==> config.mk <==
export PLATFORM = sky130hd
export DESIGN_NAME = csr_access_ctrl
export DESIGN_NICKNAME = d
export VERILOG_FILES = /design/src/rtl/csr_access_ctrl.sv
export SDC_FILE = /design/constraint.sdc
export NUM_CORES = 1
export LEC_CHECK = 0
export ABC_AREA = 1
export BUFFER_PORTS_ARGS = -buffer_cell sky130_fd_sc_hd__buf_2
export CAP_MARGIN = 5
export CORE_MARGIN = 10
export CORE_UTILIZATION = 45
export CTS_BUF_LIST = sky130_fd_sc_hd__clkbuf_8 sky130_fd_sc_hd__clkbuf_16
export CTS_CLUSTER_DIAMETER = 60
export DETAILED_ROUTE_END_ITERATION = 8
export PLACE_DENSITY = 0.78
export SYNTH_ARGS = -nofsm -noshare
export SYNTH_HDL_FRONTEND = slang
export SYNTH_SLANG_ARGS = --single-unit
==> constraint.sdc <==
create_clock -name clk -period 2.7 [get_ports clk]
set_clock_uncertainty 0.1 [all_clocks]
set_input_delay 0.54 -clock clk [delete_from_list [all_inputs] [get_ports clk]]
set_output_delay 0.54 -clock clk [all_outputs]
set_load 0.01 [all_outputs]
==> src/rtl/csr_access_ctrl.sv <==
`default_nettype none
// ============================================================================
//  Module   : csr_access_ctrl
//  Purpose  : Initiator side of the CSR interface in the execute stage.
//             Sequences Zicsr read-modify-write accesses, the CSR traffic for
//             trap/interrupt entry (exception strobe + mtvec lookup) and mret
//             (mstatus update + mepc lookup). It returns old CSR values to the
//             pipeline and produces PC redirects.
//  Revision : 1.0  initial release
//
//  Optional feature macro: CSR_ACCESS_FAULT_EN
//    When defined, accesses to unmapped CSRs, and writes to the read-only
//    space (addr[11:10]==2'b11), raise an exception with cause 2 in place of
//    the access.
//
//  Ports
//    clk, nrst             clock, asynchronous active-low reset
//    req_*                 CSR instruction request (valid/ready handshake)
//    resp_valid/_rdata     one-cycle response carrying the old CSR value
//    trap_req/_cause/_pc   synchronous exception from the pipeline
//    irq, irq_pc           level external interrupt and its return PC
//    mret_req              mret retiring
//    redirect_valid/_pc    one-cycle fetch redirect
//    csr_raddr/_rdata      CSR file read port (combinational read data)
//    csr_waddr/_wdata      CSR file write port, qualified by csr_write
//    csr_exception*        exception strobe with cause and PC
//    csr_mie               mstatus.MIE from the CSR file
// ============================================================================
module csr_access_ctrl #(
  parameter int unsigned           XLEN      = 32,
  parameter int unsigned           ADDR_W    = 12,
  parameter logic [XLEN-1:0]       IRQ_CAUSE = 32'h8000000B
) (
  input  logic              clk,
  input  logic              nrst,
  input  logic              req_valid,
  output logic              req_ready,
  input  logic [1:0]        req_op,
  input  logic [ADDR_W-1:0] req_addr,
  input  logic [XLEN-1:0]   req_src,
  input  logic              req_src_zero,
  output logic              resp_valid,
  output logic [XLEN-1:0]   resp_rdata,
  input  logic              trap_req,
  input  logic [XLEN-1:0]   trap_cause,
  input  logic [XLEN-1:0]   trap_pc,
  input  logic              irq,
  input  logic [XLEN-1:0]   irq_pc,
  input  logic              mret_req,
  output logic              redirect_valid,
  output logic [XLEN-1:0]   redirect_pc,
  output logic [ADDR_W-1:0] csr_raddr,
  input  logic [XLEN-1:0]   csr_rdata,
  output logic [ADDR_W-1:0] csr_waddr,
  output logic [XLEN-1:0]   csr_wdata,
  output logic              csr_write,
  output logic              csr_exception,
  output logic [XLEN-1:0]   csr_exception_cause,
  output logic [XLEN-1:0]   csr_exception_pc,
  input  logic              csr_mie
);

  localparam logic [ADDR_W-1:0] A_MSTATUS = ADDR_W'(12'h300);
  localparam logic [ADDR_W-1:0] A_MTVEC   = ADDR_W'(12'h305);
  localparam logic [ADDR_W-1:0] A_MEPC    = ADDR_W'(12'h341);

  typedef enum logic [2:0] {
    ST_IDLE     = 3'd0,
    ST_TRAP_VEC = 3'd1,
    ST_CSR_RD   = 3'd2,
    ST_CSR_WR   = 3'd3,
    ST_MRET_ST  = 3'd4,
    ST_MRET_EPC = 3'd5
  } state_t;

  state_t              state_q;
  logic [1:0]          op_q;
  logic [ADDR_W-1:0]   addr_q;
  logic [XLEN-1:0]     src_q;
  logic                src_zero_q;
  logic [XLEN-1:0]     old_q;
  // Only the interrupt flag and the bits that survive the <<2 are needed
  // for vectoring.
  logic                cause_irq_q;
  logic [XLEN-3:0]     cause_off_q;
`ifdef CSR_ACCESS_FAULT_EN
  logic [XLEN-1:0]     pc_q;
`endif

  logic                resp_valid_q;
  logic [XLEN-1:0]     resp_rdata_q;
  logic                redirect_valid_q;
  logic [XLEN-1:0]     redirect_pc_q;
  logic [ADDR_W-1:0]   csr_raddr_q;
  logic [ADDR_W-1:0]   csr_waddr_q;
  logic [XLEN-1:0]     csr_wdata_q;
  logic                csr_write_q;
  logic                csr_exc_q;
  logic [XLEN-1:0]     csr_exc_cause_q;
  logic [XLEN-1:0]     csr_exc_pc_q;

  logic                irq_taken_d;
  logic                wr_en_d;
  logic [XLEN-1:0]     new_d;
  logic [XLEN-1:0]     vec_pc_d;
  logic [XLEN-1:0]     mret_wdata_d;
`ifdef CSR_ACCESS_FAULT_EN
  logic                fault_d;
`endif

  always_comb begin
    irq_taken_d = irq && csr_mie;
    req_ready   = (state_q == ST_IDLE) && !trap_req && !irq_taken_d && !mret_req;

    // RS/RC with a zero source are reads only; op 00 never writes.
    wr_en_d = (op_q != 2'b00) && ((op_q == 2'b01) || !src_zero_q);

    case (op_q)
      2'b01:   new_d = src_q;
      2'b10:   new_d = csr_rdata | src_q;
      2'b11:   new_d = csr_rdata & ~src_q;
      default: new_d = csr_rdata;
    endcase

    // csr_rdata holds mtvec while in TRAP_VEC.
    vec_pc_d = {csr_rdata[XLEN-1:2], 2'b00};
    if ((csr_rdata[1:0] == 2'b01) && cause_irq_q) begin
      vec_pc_d = vec_pc_d + {cause_off_q, 2'b00};
    end

    // mret: MIE <- MPIE, MPIE <- 1.
    mret_wdata_d    = csr_rdata;
    mret_wdata_d[3] = csr_rdata[7];
    mret_wdata_d[7] = 1'b1;

`ifdef CSR_ACCESS_FAULT_EN
    fault_d = ((addr_q[ADDR_W-1 -: 2] == 2'b11) && wr_en_d) ||
              !(addr_q inside {ADDR_W'(12'h300), ADDR_W'(12'h310), ADDR_W'(12'h305),
                               ADDR_W'(12'h344), ADDR_W'(12'h304), ADDR_W'(12'h341),
                               ADDR_W'(12'h342), ADDR_W'(12'h340)});
`endif
  end

  always_ff @(posedge clk or negedge nrst) begin
    if (!nrst) begin
      state_q          <= ST_IDLE;
      op_q             <= 2'b00;
      addr_q           <= '0;
      src_q            <= '0;
      src_zero_q       <= 1'b0;
      old_q            <= '0;
      cause_irq_q      <= 1'b0;
      cause_off_q      <= '0;
`ifdef CSR_ACCESS_FAULT_EN
      pc_q             <= '0;
`endif
      resp_valid_q     <= 1'b0;
      resp_rdata_q     <= '0;
      redirect_valid_q <= 1'b0;
      redirect_pc_q    <= '0;
      csr_raddr_q      <= '0;
      csr_waddr_q      <= '0;
      csr_wdata_q      <= '0;
      csr_write_q      <= 1'b0;
      csr_exc_q        <= 1'b0;
      csr_exc_cause_q  <= '0;
      csr_exc_pc_q     <= '0;
    end else begin
      // Every output is a single-cycle event; default them back to zero.
      resp_valid_q     <= 1'b0;
      resp_rdata_q     <= '0;
      redirect_valid_q <= 1'b0;
      redirect_pc_q    <= '0;
      csr_raddr_q      <= '0;
      csr_waddr_q      <= '0;
      csr_wdata_q      <= '0;
      csr_write_q      <= 1'b0;
      csr_exc_q        <= 1'b0;
      csr_exc_cause_q  <= '0;
      csr_exc_pc_q     <= '0;

      case (state_q)
        ST_IDLE: begin
          if (trap_req) begin
            state_q         <= ST_TRAP_VEC;
            csr_exc_q       <= 1'b1;
            csr_exc_cause_q <= trap_cause;
            csr_exc_pc_q    <= trap_pc;
            cause_irq_q     <= trap_cause[XLEN-1];
            cause_off_q     <= trap_cause[XLEN-3:0];
            csr_raddr_q     <= A_MTVEC;
          end else if (irq_taken_d) begin
            state_q         <= ST_TRAP_VEC;
            csr_exc_q       <= 1'b1;
            csr_exc_cause_q <= IRQ_CAUSE;
            csr_exc_pc_q    <= irq_pc;
            cause_irq_q     <= IRQ_CAUSE[XLEN-1];
            cause_off_q     <= IRQ_CAUSE[XLEN-3:0];
            csr_raddr_q     <= A_MTVEC;
          end else if (mret_req) begin
            state_q     <= ST_MRET_ST;
            csr_raddr_q <= A_MSTATUS;
          end else if (req_valid) begin
            state_q     <= ST_CSR_RD;
            op_q        <= req_op;
            addr_q      <= req_addr;
            src_q       <= req_src;
            src_zero_q  <= req_src_zero;
`ifdef CSR_ACCESS_FAULT_EN
            pc_q        <= trap_pc;
`endif
            csr_raddr_q <= req_addr;
          end
        end

        ST_TRAP_VEC: begin
          redirect_valid_q <= 1'b1;
          redirect_pc_q    <= vec_pc_d;
          state_q          <= ST_IDLE;
        end

        ST_CSR_RD: begin
          old_q <= csr_rdata;
`ifdef CSR_ACCESS_FAULT_EN
          if (fault_d) begin
            // Illegal access becomes an illegal-instruction trap.
            state_q         <= ST_TRAP_VEC;
            csr_exc_q       <= 1'b1;
            csr_exc_cause_q <= XLEN'(2);
            csr_exc_pc_q    <= pc_q;
            cause_irq_q     <= 1'b0;
            cause_off_q     <= (XLEN-2)'(2);
            csr_raddr_q     <= A_MTVEC;
          end else
`endif
          begin
            state_q <= ST_CSR_WR;
            if (wr_en_d) begin
              csr_write_q <= 1'b1;
              csr_waddr_q <= addr_q;
              csr_wdata_q <= new_d;
            end
          end
        end

        ST_CSR_WR: begin
          resp_valid_q <= 1'b1;
          resp_rdata_q <= old_q;
          state_q      <= ST_IDLE;
        end

        ST_MRET_ST: begin
          csr_write_q <= 1'b1;
          csr_waddr_q <= A_MSTATUS;
          csr_wdata_q <= mret_wdata_d;
          csr_raddr_q <= A_MEPC;
          state_q     <= ST_MRET_EPC;
        end

        ST_MRET_EPC: begin
          redirect_valid_q <= 1'b1;
          redirect_pc_q    <= csr_rdata & ~XLEN'(3);
          state_q          <= ST_IDLE;
        end

        default: state_q <= ST_IDLE;
      endcase
    end
  end

  assign resp_valid          = resp_valid_q;
  assign resp_rdata          = resp_rdata_q;
  assign redirect_valid      = redirect_valid_q;
  assign redirect_pc         = redirect_pc_q;
  assign csr_raddr           = csr_raddr_q;
  assign csr_waddr           = csr_waddr_q;
  assign csr_wdata           = csr_wdata_q;
  assign csr_write           = csr_write_q;
  assign csr_exception       = csr_exc_q;
  assign csr_exception_cause = csr_exc_cause_q;
  assign csr_exception_pc    = csr_exc_pc_q;

endmodule
`default_nettype wire

==> results of run 1 <==
## layer usage
layer,share of wire,global-route usage,vias up
met5,0,0,-
met2,0.46,0.384,562
met1,0.42,0.328,5772
li1,-,-,5749
met3,0.091,0.0469,101
met4,0.030,0.0811,0
## cell usage in the layout, fill, tap and decap left out, types with 7 or more instances in the layout
master,n
buf_2,367
clkbuf_16,35
buf_4,38
ha_1,29
a32o_1,30
a21oi_1,39
nor2_4,10
nor2_1,167
dfrtp_1,299
a22oi_1,32
o21ai_0,126
inv_1,228
o21bai_1,14
inv_2,7
nand2_1,443
nand3_1,50
## critical path, cell delays in order (launching register included)
cell and delay, ns:
dfrtp_1 0.41, nor2_1 0.22, inv_2 0.11, nor2_4 0.16, nand2_4 0.10, inv_1 0.07
buf_2 0.14
## flip-flops by register name (all words and copies together), names as in the netlist
signal               cells
addr_q                  12
cause_irq_q              1
cause_off_q             30
csr_exception            1
csr_exception_cause     32
csr_exception_pc        32
csr_raddr               12
csr_waddr               12
csr_wdata               32
csr_write                1
old_q                   32
op_q                     2
redirect_pc             30
redirect_valid           1
resp_rdata              32
resp_valid               1
src_q                   32
src_zero_q               1
state_q                  3
## repair_timing
action,4_1_cts,5_1_grt
endpoints found under the setup margin,0,0
hold endpoints to repair,53,0
resized for setup,0,0
hold buffers,1,0
## worst min path at each step
stage / from / end / slack (ns)
finish: req_src[15] / src_q[15] / 0.12
floorplan: nrst / addr_q[0] / 0.14
global placement: src_zero_q / src_zero_q / 0.36
detailed placement: old_q[30] / resp_rdata[30] / 0.37
CTS: req_src[21] / src_q[21] / 0.10
global route: req_src[7] / src_q[7] / 0.12
## power by group through the flow
stage | clock, mW | combinational, mW | sequential (mW)
floorplan | 0 | 4.00 | 6.91
global placement | 0 | 6.82 | 6.77
detailed placement | 0 | 6.95 | 6.81
CTS | 5.00 | 6.99 | 6.75
global route | 5.18 | 7.85 | 6.90
finish | 4.89 | 6.97 | 6.76
## kinds of logic (layout without fill, tap and decap cells)
kind of cell,after synthesis,in the layout,synth area share
simple gates,696,696,0.212
flops,299,299,0.555
buf+inv,288,702,0.0839
compound gates,257,257,0.117
fa+ha+maj,30,30,0.0284
xor+xnor,6,6,0.00390
other cells,1,5,0.000278
## final cells by class
class	instances	area, µm²
timing repair buffer	411	2230
antenna	3	7.51
multi-input combinational	991	4880
sequential	299	7480
fill	2656	12500
clock inverter	21	254
inverter	230	863
clock buffer	40	945
tap	390	488
## per-stage QoR
step	instances	hold slack, ns	utilization	worst slack [ns]	instance area (µm²)
final	2385	0.123	0.579	0.339	17200
after global routing	2385	0.122	0.579	0.164	17200
after CTS	2382	0.105	0.578	0.322	17100
after detailed placement	2320	0.374	0.538	0.0856	15900
after global placement	2320	0.361	0.538	0.106	15900
after floorplan	1578	0.144	-	0.506	13500
==> metrics.md, run 1 <==
| Metric | Value |
|---|---|
| Outcome | finished, final reports clean |
| CP Launch Point | state_q[1] |
| Post-synth ARST share | 1.00 |
| #FFs+latches synth | ~300 |
| Synth Area per Inst | approximately 8.6 µm² |
| Share of cells above drive strength 1 | 0.249 |
| Die Area | 0.0373 mm² |
| DRC | 0 |
| Post-synth top cells | nand2_1 (443), dfrtp_1 (299), inv_1 (222) |
| Post-DP HPWL | 35400 µm |
| First-pass GRT wire length | approximately 70000 µm |
| FMAX | between 400 and 500 MHz |
| P_int | about 11 mW |
| Most instantiated library cell after synthesis | nand2_1 |
| HP Class | input pin to register |
| Post-synth top area share | 0.555 |
| Switching power | between 7 and 8 mW |
| RSZ-0062 raised after global routing | no |
| Combinational Power Share | 0.374 |
| Final setup viols | 0 |
| DR iter-0 viols | roughly 990 |
| Yosys warning total | 0 |
| Clock Latency Late Sink | 0.52 ns |
| Clk network pwr share | 0.263 |
| Area of the mapped netlist | 0.0135 mm² |
| Cell row count | between 60 and 70 |
| Cells after Synth | about 1600 |
| Num CTS Buffers | 35 |
| CTS sink cnt | around 300 |
| Final net count | between 2000 and 2500 |
| Pwr Density | 1090 mW/mm² |
| Predominant post-synthesis flop cell | dfrtp_1 |
| Post-Route WL | ~46000 µm |
| WL/cell | between 15 and 20 µm |
| Slew @ Worst Pin | ~1.1 ns |
| Grt total ovfl | 0 |
| Area grow syn2layout | 27.2% |
| Crit path kind | register to primary output |
| Max-Cap Viols | 0 |
| DIE HEIGHT | 193 µm |
| Final ANT Viol Nets | 0 |
| Peak VDD IR | 515 µV |
| Core box area | ~0.030 mm² |
| Critical path endpoint | req_ready |
| Setup TNS | 0 ns |
| Worst setup SP type | register |
| Post-synth EDFFs | 0 |
| Clock Tree Buf Depth | 3 |
| Switching share of power | 0.391 |
| Crit path capture type | primary output |
| Die width | 193 µm |
| Leak | slightly below 10 nW |
| Top post-synthesis cells by area | dfrtp_1 (55%), nand2_1 (12%), inv_1 (6.2%) |
| Crit path DAT | approximately 1.7 ns |
| GRT Total Usage | 0.242 |
| Largest net degree at the start of global routing | 69 |
| H-tree depth | 2 |
| Reg power frac | 0.363 |
| Fin crit period | 2.36 ns |
| Final period utilization | 0.875 |
| Hold Fails Final Rpt | 0 |
| Hold Crit Depth | 3 |
| Worst Path Max Fanout | 5 |
| Yosys top cell by area | dfrtp_1 |
| Register area share after synthesis | 0.555 |
| Pre-Repair DR Iteration Count | 6 |
| R2R cell count | 13 |
| Slew headroom | 0.275 |
| Clock-pin slew on the worst setup and hold paths | 0.06 ns |
| Routed via count | 12184 |
| Ports | approximately 370 |
| Worst r2r src | cause_off_q[0] |
| Starting Density | 0.455 |
| Number of global-route vias before repair | about 12000 |
| Synth cell types | 41 |
| Final Slew Violations | 0 |
| WP data required | 2.06 ns |
| Vias per cell | around 5.1 |
| R2R Setup Slk | 0.38 ns |
| Routability cong. | around 0.95 |
| CTS tree | yes |
| Antenna violations before repair | 3 |
| PortBufs | around 370 |
| Worst R2R End | redirect_pc[22] |
| Total power | between 15 and 20 mW |
| Setup repair bufs after CTS | 0 |
| Clock Tree Root | clkbuf_16 |
(Power assumes the default switching activity.)
==> inputs of run 2 (changes only) <==
- CORE_ASPECT_RATIO: unset -> 0.8
- CORE_UTILIZATION: 45 -> 53
- GPL_TIMING_DRIVEN: unset -> 0
- PLACE_DENSITY: 0.78 -> 0.89
==> run 2 against run 1 <==
  * Final area is 1.8% lower
  * Sequential power fell by 1%
  * Non-clock buffer count increased by 17
  * Fmax down 7.3%
  * Wire length increased by 2.1%
  * Largest power group unchanged
  * Global-route usage increased by 4.3 points
==> metrics.md, run 2 (synthesis gave the netlist of run 1 again) <==
| Metric | Value |
|---|---|
| Outcome | finished, final reports clean |
| DR iter-0 viols | 1165 (+17%) |
| Most frequent cells in the layout | nand2_1 (443), buf_2 (388), dfrtp_1 (299) |
| Max-Cap Viols | 0 (unchanged) |
| WL/cell | 20.2 µm (+4.3%) |
| Number of global-route vias before repair | 12298 (+0.18%) |
| Design area | 0.0168 mm² (-1.8%) |
| Setup repair bufs after CTS | 0 (unchanged) |
| Pwr Density | 1070 mW/mm² (-1.5%) |
| Peak VDD IR | 660 µV (+28%) |
| H-tree depth | 1 (-1) |
| R2R cell count | 9 (-4) |
| Worst r2r src | cause_off_q[12] |
| Total power | 18.0 mW (-3.2%) |
| Ports | 371 (unchanged) |
| Crit path kind | register to register |
| Final Slew Violations | 0 (unchanged) |
| RSZ-0062 raised after global routing | no |
| Worst R2R End | redirect_pc[15] |
| Starting Density | 0.536 (+0.0806) |
| Hold Crit Depth | 3 (unchanged) |
| Clock Tree Buf Depth | 3 (unchanged) |
| Slew @ Worst Pin | 0.680 ns (-0.406 ns) |
| CTS tree | yes |
| Cell row count | 52 (-17%) |
| Core box area | 0.0252 mm² (-15%) |
| CTS sink cnt | 299 (unchanged) |
| Vias per cell | 5.31 (+3.8%) |
| Final setup viols | 0 (unchanged) |
| Pre-CTS WS | -0.173 ns (-0.259 ns) |
| HP Class | input pin to register |
| Commonest non-fill, non-tap cell in the layout | nand2_1 |
| FMAX | 392 MHz (-7.3%) |
| DIE HEIGHT | 163 µm (-16%) |
| Largest net degree at the start of global routing | 127 (+84%) |
| WP data required | 2.98 ns (+0.92 ns) |
| Clock-pin slew on the worst setup and hold paths | 0.06 ns (about the same) |
| Final period utilization | 0.944 (+0.0692) |
| Share of cells above drive strength 1 | 0.235 (-0.0148) |
| Setup TNS | 0 ns (unchanged) |
| Worst setup margin | 0.152 ns (-0.187 ns) |
| Die width | 198 µm (+2.7%) |
| Worst Path Max Fanout | 5 (unchanged) |
| Die Area | 0.0323 mm² (-13%) |
| Post-Route WL | 47100 µm (+2.1%) |
| Pre-Repair DR Iteration Count | 8 (+2) |
| Cells after DPL | 2271 (-2.1%) |
| Placed instance area | 0.0158 mm² (-0.86%) |
| Slew headroom | 0.547 (+0.272) |
| Hold Fails Final Rpt | 0 (unchanged) |
| PortBufs | 367 (-0.27%) |
| DRC | 0 (unchanged) |
| Clock Latency Late Sink | 0.57 ns (+0.05 ns) |
| Leak | 9.75 nW (-1.0%) |
| Fin crit period | 2.55 ns (+0.187 ns) |
| Crit path DAT | 2.83 ns (+1.11 ns) |
| First-pass GRT wire length | 70900 µm (+1.2%) |
| Routed via count | 12382 (+1.6%) |
| Final non-filler cell total | 2334 (-2.1%) |
| Final ANT Viol Nets | 0 (unchanged) |
| Worst setup SP type | register |
| Hold Startpoint | req_src[5] |
| GRT Total Usage | 0.285 (+0.0428) |
| # fillers | 2121 (-20%) |
| Routability cong. | 0.984 (+3.4%) |
| Clock Tree Root | clkbuf_16 |
| Grt total ovfl | 0 (unchanged) |
| Area grow syn2layout | 24.9% |
| Final net count | 2192 (+0.55%) |
| Hold endpoint | src_q[5] |
| Post-DP HPWL | 37100 µm (+4.6%) |
| Antenna violations before repair | 13 (+10) |
| Crit path capture type | register |
| Num CTS Buffers | 30 (-14%) |
| R2R Setup Slk | 0.15 ns (-0.23 ns) |
==> run 2: cell types whose count changed in the layout (fill, tap and decap cells not counted), sizes merged <==
cell	delta
clkbuf	+23
diode	+4
clkinvlp	-1
buf	-11
inv	+1
bufinv	-1
==> run 2: worst max-delay path by stage <==
stage / start / slack, ns / to / cells after the start
floorplan: csr_rdata[2] / 0.51 / redirect_pc[10] / 11
global placement: nrst / -4.34 / csr_exception_pc[3] / 1
detailed placement: csr_rdata[2] / -0.17 / redirect_pc[16] / 14
CTS: cause_off_q[0] / 0.17 / redirect_pc[16] / 13
global route: cause_off_q[0] / 0.05 / redirect_pc[16] / 13
finish: cause_off_q[12] / 0.15 / redirect_pc[15] / 9
==> run 2: worst max-delay path, cell delays in order (launching register included) <==
cell and delay (ns):
dfrtp_1 0.40, ha_1 0.37, nand2_1 0.13, nor2_1 0.30, and2_1 0.18, nand2_1 0.05
nand2_1 0.21, xor2_1 0.17, nor2_1 0.05, o21ai_0 0.42
==> run 2: what timing repair did <==
action / 4_1_cts / 5_1_grt
hold endpoints to repair: 72 / 0
setup endpoints to repair: 0 / 1
gates resized for setup: 0 / 1
hold buffers: 1 / 0
==> run 2: final cells by class <==
type                    instances  area [µm²]  share of cell area
multi-input cells             991        4880               0.290
plain buffers                  58         268              0.0159
well taps                     324         405              0.0241
inverters                     230         863              0.0512
diodes                          7        17.5             0.00104
clock inverters                20         201              0.0120
clock buffers                  35         820              0.0486
flip-flops and latches        299        7480               0.444
repair buffers                370        1910               0.113
==> run 2: per-stage QoR <==
step                hold WS [ns]   util
detailed placement         0.363  0.627
global placement           0.361  0.625
finish                    0.0789  0.669
CTS                       0.0625  0.668
global route              0.0891  0.669
floorplan                  0.144      -
==> run 2: power by group <==
part,internal (mW),leakage (nW),switching [mW]
Combinational,2.30,5.29,4.79
Clock,2.53,0.544,1.74
Sequential,5.98,3.92,0.686
Total,10.8,9.75,7.21
==> run 2: per-layer routing <==
layer  vias up  track usage  routed length [µm]
li1       5793            -                   -
met1      5886        0.371               18900
met2       600        0.454               21800
met3        93       0.0878                5020
met4        10       0.0781                1360
met5         -            0                  64
